===== src/rtl/display_lcd_driver.sv =====
// display_lcd_driver: continuously refreshes a 16-column HD44780-class LCD
// (8-bit, write-only) from a snapshot of the flat DisplayBuffer bus.
// Optional build macro DISP_CHAR_FILTER_EN: when defined, character bytes
// outside 0x20..0x7E are sent as a space; command bytes are never touched.
//
// main state | meaning
// -----------+---------------------------------------------------------
// S_POWERUP  | idle with reset-valued outputs for PowerUpCycles
// S_INIT     | send 0x38, 0x0C, 0x01, 0x06
// S_SNAP     | one cycle: capture DisplayBuffer into the snapshot
// S_ADDR     | send DDRAM address command (0x80 line 0, 0xC0 line 1)
// S_CHARS    | send 16 characters of the current line
// S_GAP      | idle RefreshGapCycles between frames
//
// xfer state | meaning
// -----------+---------------------------------------------------------
// X_SETUP    | one cycle, rs/data driven, e low
// X_PULSE    | EPulseCycles with e high
// X_HOLD     | e low for the command/clear wait time
module display_lcd_driver #(
    parameter int DisplayBufferSize = 256,
    parameter int PowerUpCycles     = 2000000,
    parameter int EPulseCycles      = 25,
    parameter int CmdWaitCycles     = 2500,
    parameter int ClearWaitCycles   = 100000,
    parameter int RefreshGapCycles  = 500000
) (
    input  logic                         clk,
    input  logic                         reset,
    input  logic [DisplayBufferSize-1:0] DisplayBuffer,
    output logic                         lcd_rs,
    output logic                         lcd_e,
    output logic [7:0]                   lcd_data,
    output logic                         init_done,
    output logic                         frame_strobe
);

    localparam int NBytes = DisplayBufferSize / 8;
    localparam int NLines = NBytes / 16;
    localparam int KW     = $clog2(NBytes);
    localparam int MaxA   = (PowerUpCycles > EPulseCycles) ? PowerUpCycles : EPulseCycles;
    localparam int MaxB   = (CmdWaitCycles > ClearWaitCycles) ? CmdWaitCycles : ClearWaitCycles;
    localparam int MaxC   = (MaxA > MaxB) ? MaxA : MaxB;
    localparam int MaxCyc = (MaxC > RefreshGapCycles) ? MaxC : RefreshGapCycles;
    localparam int CW     = $clog2(MaxCyc + 1);

    typedef enum logic [2:0] {S_POWERUP, S_INIT, S_SNAP, S_ADDR, S_CHARS, S_GAP} main_t;
    typedef enum logic [1:0] {X_SETUP, X_PULSE, X_HOLD} xfer_t;

    main_t          main_q;
    xfer_t          xfer_q;
    logic [CW-1:0]  cnt_q;
    logic [1:0]     init_idx_q;
    logic           line_q;
    logic [3:0]     col_q;
    logic [7:0]     snap_q [NBytes];
    logic [7:0]     buf_bytes [NBytes];
    logic           lcd_rs_q, lcd_e_q, init_done_q, frame_strobe_q;
    logic [7:0]     lcd_data_q;

    logic [3:0]     next_col_d;
    logic [7:0]     char_d;
    logic [CW-1:0]  wait_d;

    // Byte 0 is the most significant byte of the bus.
    for (genvar g = 0; g < NBytes; g++) begin : g_unpack
        assign buf_bytes[g] = DisplayBuffer[(NBytes-g)*8-1 -: 8];
    end

    function automatic logic [7:0] init_cmd(input logic [1:0] idx);
        case (idx)
            2'd0:    return 8'h38;
            2'd1:    return 8'h0C;
            2'd2:    return 8'h01;
            default: return 8'h06;
        endcase
    endfunction

    function automatic logic [7:0] char_filter(input logic [7:0] b);
`ifdef DISP_CHAR_FILTER_EN
        return (b < 8'h20 || b > 8'h7E) ? 8'h20 : b;
`else
        return b;
`endif
    endfunction

    // Next character to load and the hold time of the byte now on the bus.
    always_comb begin
        next_col_d = (main_q == S_CHARS) ? col_q + 4'd1 : col_q;
        char_d     = char_filter(snap_q[KW'({line_q, next_col_d})]);
        wait_d     = (!lcd_rs_q && lcd_data_q == 8'h01) ? CW'(ClearWaitCycles - 1)
                                                        : CW'(CmdWaitCycles - 1);
    end

    // Sequencer and transfer engine; all pin outputs are registered here.
    always_ff @(posedge clk) begin
        if (reset) begin
            main_q         <= S_POWERUP;
            xfer_q         <= X_SETUP;
            cnt_q          <= CW'(PowerUpCycles - 1);
            init_idx_q     <= 2'd0;
            line_q         <= 1'b0;
            col_q          <= 4'd0;
            lcd_rs_q       <= 1'b0;
            lcd_e_q        <= 1'b0;
            lcd_data_q     <= 8'h00;
            init_done_q    <= 1'b0;
            frame_strobe_q <= 1'b0;
        end else begin
            frame_strobe_q <= 1'b0;
            case (main_q)
                S_POWERUP: begin
                    if (cnt_q == '0) begin
                        main_q     <= S_INIT;
                        xfer_q     <= X_SETUP;
                        init_idx_q <= 2'd0;
                        lcd_rs_q   <= 1'b0;
                        lcd_data_q <= init_cmd(2'd0);
                    end else begin
                        cnt_q <= cnt_q - CW'(1);
                    end
                end
                S_SNAP: begin
                    snap_q     <= buf_bytes;
                    main_q     <= S_ADDR;
                    xfer_q     <= X_SETUP;
                    line_q     <= 1'b0;
                    col_q      <= 4'd0;
                    lcd_rs_q   <= 1'b0;
                    lcd_data_q <= 8'h80;
                end
                S_GAP: begin
                    if (cnt_q == '0) main_q <= S_SNAP;
                    else             cnt_q  <= cnt_q - CW'(1);
                end
                default: begin
                    case (xfer_q)
                        X_SETUP: begin
                            xfer_q  <= X_PULSE;
                            lcd_e_q <= 1'b1;
                            cnt_q   <= CW'(EPulseCycles - 1);
                        end
                        X_PULSE: begin
                            if (cnt_q == '0) begin
                                xfer_q  <= X_HOLD;
                                lcd_e_q <= 1'b0;
                                cnt_q   <= wait_d;
                            end else begin
                                cnt_q <= cnt_q - CW'(1);
                            end
                        end
                        X_HOLD: begin
                            if (cnt_q != '0) begin
                                cnt_q <= cnt_q - CW'(1);
                            end else begin
                                xfer_q <= X_SETUP;
                                case (main_q)
                                    S_INIT: begin
                                        if (init_idx_q == 2'd3) begin
                                            main_q      <= S_SNAP;
                                            init_done_q <= 1'b1;
                                        end else begin
                                            init_idx_q <= init_idx_q + 2'd1;
                                            lcd_data_q <= init_cmd(init_idx_q + 2'd1);
                                        end
                                    end
                                    S_ADDR: begin
                                        main_q     <= S_CHARS;
                                        lcd_rs_q   <= 1'b1;
                                        lcd_data_q <= char_d;
                                    end
                                    S_CHARS: begin
                                        if (col_q != 4'd15) begin
                                            col_q      <= next_col_d;
                                            lcd_data_q <= char_d;
                                        end else if (int'(line_q) < NLines - 1) begin
                                            main_q     <= S_ADDR;
                                            line_q     <= 1'b1;
                                            col_q      <= 4'd0;
                                            lcd_rs_q   <= 1'b0;
                                            lcd_data_q <= 8'hC0;
                                        end else begin
                                            main_q         <= S_GAP;
                                            col_q          <= 4'd0;
                                            frame_strobe_q <= 1'b1;
                                            cnt_q          <= CW'(RefreshGapCycles - 1);
                                        end
                                    end
                                    default: main_q <= S_POWERUP;
                                endcase
                            end
                        end
                        default: xfer_q <= X_SETUP;
                    endcase
                end
            endcase
        end
    end

    assign lcd_rs       = lcd_rs_q;
    assign lcd_e        = lcd_e_q;
    assign lcd_data     = lcd_data_q;
    assign init_done    = init_done_q;
    assign frame_strobe = frame_strobe_q;

endmodule


===== config.mk =====
export PLATFORM = sky130hd
export DESIGN_NAME = display_lcd_driver
export DESIGN_NICKNAME = d
export VERILOG_FILES = /design/src/rtl/display_lcd_driver.sv
export SDC_FILE = /design/constraint.sdc
export NUM_CORES = 1
export LEC_CHECK = 0
export ABC_AREA = 1
export BUFFER_PORTS_ARGS = -buffer_cell sky130_fd_sc_hd__clkbuf_2
export CAP_MARGIN = 0
export CORE_ASPECT_RATIO = 1.1
export CORE_MARGIN = 2
export CORE_UTILIZATION = 52
export CTS_BUF_LIST = sky130_fd_sc_hd__clkbuf_4 sky130_fd_sc_hd__clkbuf_8
export DETAILED_ROUTE_END_ITERATION = 7
export PLACE_DENSITY = 0.79
export SKIP_LAST_GASP = 1
export SLEW_MARGIN = 20
export SYNTH_ARGS = -nofsm -noshare
export SYNTH_HDL_FRONTEND = slang
export SYNTH_SLANG_ARGS = --single-unit
export TNS_END_PERCENT = 50

===== constraint.sdc =====
create_clock -name clk -period 12.6 [get_ports clk]
set_input_delay 0.63 -clock clk [delete_from_list [all_inputs] [get_ports clk]]
set_output_delay 0.63 -clock clk [all_outputs]
set_load 0.1 [all_outputs]

### Yosys cells after proc, flatten, opt, wreduce, memory -nomap -nowiden

Index checks and enable logic that the tools add are counted.
W data, S select, Z words.

* word-level logic and storage cells: 185
* bits of input ports: 258
* flip-flop bits (word level): 301
* output and inout port bits: 12

* bitwise operators: 10
* mux-type cells: 61
* equal/unequal tests: 33
* reductions and logical operators: 33
* add/subtract/negate cells: 3
* $lt $le $gt $ge: 2

Operators by type and width (count)
* $mux W21: 6
* $mux W8: 8
* $pmux W21 S3: 1
* $pmux W8 S3: 2
* $pmux W21 S2: 1
* $bmux W8 S5: 1
* $reduce_and A6 Y1: 4
* $logic_not A21 Y1: 1
* $mux W3: 7
* $reduce_bool A21 Y1: 1
* $sub A21 B1 Y21 const B: 1
* $mux W4: 5
* $ne A4 B4 Y1 const B: 5
* $pmux W3 S3: 2
* $pmux W6 S3: 1
* $mux W17: 1
* $mux W2: 7
* $reduce_and A7 Y1: 2
* $pmux W2 S3: 2
* $reduce_bool A2 Y1: 6
* $reduce_bool A4 Y1: 3
* $mux W1: 11
* $not A1 Y1: 9
* $eq A8 B1 Y1 const B: 1
* 36 further kinds: 54

### Logic depth before layout (Yosys ltp)

* depth in word-level cells: 11
* mapped depth: 16
* depth with buffers taken out: 14

### Worst setup path before layout

No wires, ideal clock.

* kind: input-to-reg
* start: input reset
* end: register snap_q[0] (netlist bit), enable pin
* path slack: 0.054 ns
* library setup time: 0.877 ns
* buffers on the path: 2
* data required time: 11.723 ns
* stages on the path: 3
* arrival: 11.669 ns
* path through: clkbuf_1 -> clkbuf_1 -> nor2_1

* word-level cells in the longest chain between the ends: 2

RTL lines
* start, declared: line 29 `input logic reset,`
* $not A1 Y1 (no line)
* $reduce_and A2 Y1 (no line)
* end signal, assigned: line 124 `snap_q <= buf_bytes;`
* end, declared: line 56 `logic [7:0] snap_q [NBytes];`

No other way between the ends.
A chain may end at the register's enable or synchronous reset.

### Worst setup path in the final report

* start: register main_q[0]
* end: register lcd_data_q[4] (netlist: lcd_data[4])

* word-level cells in the longest chain between the ends: 11
* elaborated cells between the ends (all ways): 24
* classes of those cells: eq/ne (9); mux (9); bitwise (2); reduce/logical (4)

RTL lines
* start, declared: line 50 `main_t main_q;`
* start signal, assigned: line 98 `main_q <= S_POWERUP;`
* start signal, assigned: line 114 `main_q <= S_INIT;`
* start signal, assigned: line 125 `main_q <= S_ADDR;`
* $eq A3 B3 Y1: line 89, 157
* $mux W4: line 89 `next_col_d = (main_q == S_CHARS) ? col_q + 4'd1 : col_q;`
* $not A5 Y6 (implied by the code): line 90 `char_d = char_filter(snap_q[KW'({line_q, next_col_d})]);`
* $bmux W8 S5: line 90
* $mux W8 (implied by the code) (2 in series): line 90
* $mux W8: line 173 `if (col_q != 4'd15) begin`
* $pmux W8 S3: line 157 `case (main_q)`
* $mux W8: line 153 `if (cnt_q != '0) begin`
* $mux W8: line 137 `case (xfer_q)`
* $pmux W8 S3: line 111 `case (main_q)`
* end signal, assigned: line 118 `lcd_data_q <= init_cmd(2'd0);`
* end signal, assigned: line 164 `lcd_data_q <= init_cmd(init_idx_q + 2'd1);`
* end signal, assigned: line 170 `lcd_data_q <= char_d;`
* end, declared: line 59 `logic [7:0] lcd_data_q;`

Parallel ways exist; a longest one is shown, timed or not. The select of a mux whose other input is x is not followed.

==> impl_metrics.py <==
metrics = {
    "floorplan": {
        "core_area_um2": 25190,
        "num_rows": 61,
        "dieArea_um2": 26830,
        "initial_utilization_pct": 52.71,
        "die_w_um": 156.4,
        "boundaryPins": 270,
        "die_y_um": 171.6,
    },
    "critical_path": {
        "critPathMaxFanout": 102,
        "cpMaxStageDelayCell": "nand2_4",
        "worstPathArrival_ns": 4.70,
        "critPathLaunchType": "register",
        "reg2reg_depth": 15,
        "crit_family": "simple AND/OR/NAND/NOR gates",
        "path_class": "register to register",
        "crit_buf_inv": 1,
        "cp-end-kind": "register",
        "path_depth": 15,
        "worstPathRequired_ns": 13.07,
        "cp_slowest_stage_delay_ns": 0.95,
        "cp_cell_sequence": "nor2_4, nand2_2, nand2_4, nand2_4, buf_4, nand2_1, nand3_1, nand3_1, nand3_1, nand2_1, nand2_1, nand3_1, nand2_1, nand2_1, a21oi_1",
        "cpMostUsedCell": "nand2_1",
    },
    "sta": {
        "max_freq_mhz": 236.4,
        "tns_ns": 0,
        "skew_ns": 0.02322,
        "tightest_slew_ns": 1.113,
        "fin_crit_sh_pct": 33.57,
        "maxSlewViolCount": 0,
        "setup_viol": 0,
        "relSlewSlack_pct": 25.80,
        "report.final.hold_viol_count": 0,
        "min_period_ns": 4.230,
        "rsz0062_at_grt": "no",
    },
    "placement": {
        "dpl_cell_area_um2": 14800,
        "dp_hpwl_um": 25730,
        "dp_cells": 1786,
        "portBuffers": 269,
        "gp_congestion": 0.9097,
    },
    "synthesis": {
        "synth-edff-count": 256,
        "synth_top_area_share_pct": 57.90,
        "yosys_warnings": 0,
        "yosys.area.top_type": "edfxtp_1",
        "synth_most_common_cell": "nand3_1",
        "synthTopCellsByCount": "nand3_1, edfxtp_1, nand2_1",
        "ys_ff_latch": 301,
        "syn_avg_cell_area_um2": 10.52,
        "synth.distinct_cells": 42,
        "synth_cells": 1262,
        "synth_nets": 1531,
        "async_flop_share_pct": 0,
        "synth-seq-area-share_pct": 64.69,
        "synth-main-ff-cell": "edfxtp_1",
        "synth_area_leaders": "edfxtp_1, nand3_1, nand2_1",
        "synth.cell_area_um2": 13280,
    },
    "pwr": {
        "combPwrFrac_pct": 2.8,
        "p_sw_uw": 405.0,
        "leakagePower_nw": 6.390,
        "max-vdd-ir-drop_mv": 0.09328,
        "pwr-share-clk_pct": 41.7,
        "power_density_nw_per_um2": 123.7,
        "pwr-share-seq_pct": 55.5,
        "p_int_mw": 1.543,
        "switching_share_pct": 20.79,
    },
    "final_layout": {
        "fin_util_pct": 62.54,
        "stdcell_count": 1883,
        "areaGrowthSynthToFinish_pct": 18.64,
        "drive_above_1_share_pct": 24.10,
        "fin_area_um2": 15750,
        "fin_nets": 1790,
    },
    "clock_tree": {
        "cts_max_level": 2,
        "cts.clk_slew.worst_paths_ns": 0.06,
        "cts.repair.resized": 0,
        "cts_tree": "yes",
        "cts_buffers": 48,
        "hold_buffers": 0,
        "cts_max_path_buffers": 3,
        "clk_latency_ns": 0.57,
        "postCtsSetupBuffers": 0,
        "cts_sinks": 301,
        "cts_root_buf": "clkbuf_8",
    },
    "detailed_routing": {
        "drtAntennaViolNets": 0,
        "drt_iter0_markers": 1111,
        "drc": 0,
        "wl_per_cell_um": 19.45,
        "first_pass_iters": 5,
        "routed_wl_um": 36630,
        "via_per_inst": 5.668,
        "via_count": 10670,
    },
    "global_routing": {
        "antenna_found_initial": 6,
        "grt_pass1_vias": 10430,
        "groute.usage.overall_pct": 27.25,
        "grt_pass1_wl_um": 55430,
        "grt_max_degree": 103,
        "overflow": 0,
    },
    "worst_hold_path": {
        "hold_depth": 1,
        "hold_class": "input pin to register",
    },
    "job": {
        "drv_cap": 0,
    },
    "status": {
        "status": "finished, final reports clean",
    },
}
power by group through the flow:
stage               clock, mW  combinational (mW)  sequential, mW
floorplan                   0             0.00667            1.10
global placement            0              0.0530            1.10
global route            0.872              0.0582            1.08
CTS                     0.823              0.0535            1.08
detailed placement          0              0.0535            1.10
finish                  0.813              0.0536            1.08
path summary, 6_finish.rpt:
check                         start                        to  slack (ns)
max          main_q[0]$_SDFFE_PP0P_  lcd_data[4]$_SDFFE_PP0P_        8.37
min              DisplayBuffer[138]     snap_q[138]$_DFFE_PP_        0.24
max reg2reg  main_q[0]$_SDFFE_PP0P_  lcd_data[4]$_SDFFE_PP0P_        8.37
min reg2reg  cnt_q[13]$_SDFFE_PP0P_    cnt_q[13]$_SDFFE_PP0P_        0.46
stage by stage:
step	power [mW]	hold WS, ns	setup slack [ns]
after global routing	2.010	0.2070	7.978
final	1.949	0.2366	8.370
after global placement	1.155	0.4501	8.630
after floorplan	1.109	0.4391	0.05373
after CTS	1.958	0.2082	8.494
after detailed placement	1.156	0.4567	8.540
final cells by class:
type                       instances  area [um2]
clock buffer                      65       794.5
fill                            2050        9435
clock inverter                    24       138.9
timing repair buffer             278        1414
inverter                          86       322.8
multi-input combinational        806        4079
tap                              315       394.1
antenna                            8       20.02
sequential                       301        8588
cells by family (layout without fill, tap and decap cells):
logic type	Yosys count	after routing	synth area share (%)
fa+ha+maj	11	11	1.037
buf+inv	155	453	5.042
flops	301	301	64.69
compound gates	127	127	5.918
xor+xnor	16	16	1.282
simple gates	652	652	22.03
other cells	0	8	0
routing by layer:
layer | global-route usage, % | share of wire, %
met5 | 0 | 0
met4 | 15.12 | 5.0
met1 | 32.37 | 36
met2 | 46.77 | 52
met3 | 5.266 | 7.5
cells in the final DEF (no fill, tap or decap), types with 5 or more instances in the layout:
cell,n
a211oi_1,10
a21oi_1,42
buf_4,9
clkbuf_2,269
clkbuf_4,16
clkbuf_8,49
clkinv_1,15
clkinv_2,6
dfxtp_1,45
diode_2,8
edfxtp_1,256
ha_1,11
inv_1,82
nand2_1,249
nand2_2,5
nand3_1,316
nor2_1,57
nor3_1,8
o211ai_1,32
o21ai_0,26
xor2_1,11
flip-flops by register name, summed over array words and instances (netlist names):
register      flops
init_idx_q        2
cnt_q            21
main_q            3
lcd_e             1
line_q            1
col_q             4
lcd_rs            1
lcd_data          8
xfer_q            2
snap_q          256
init_done         1
frame_strobe      1
Note: power is estimated with default switching activity, not from simulation.
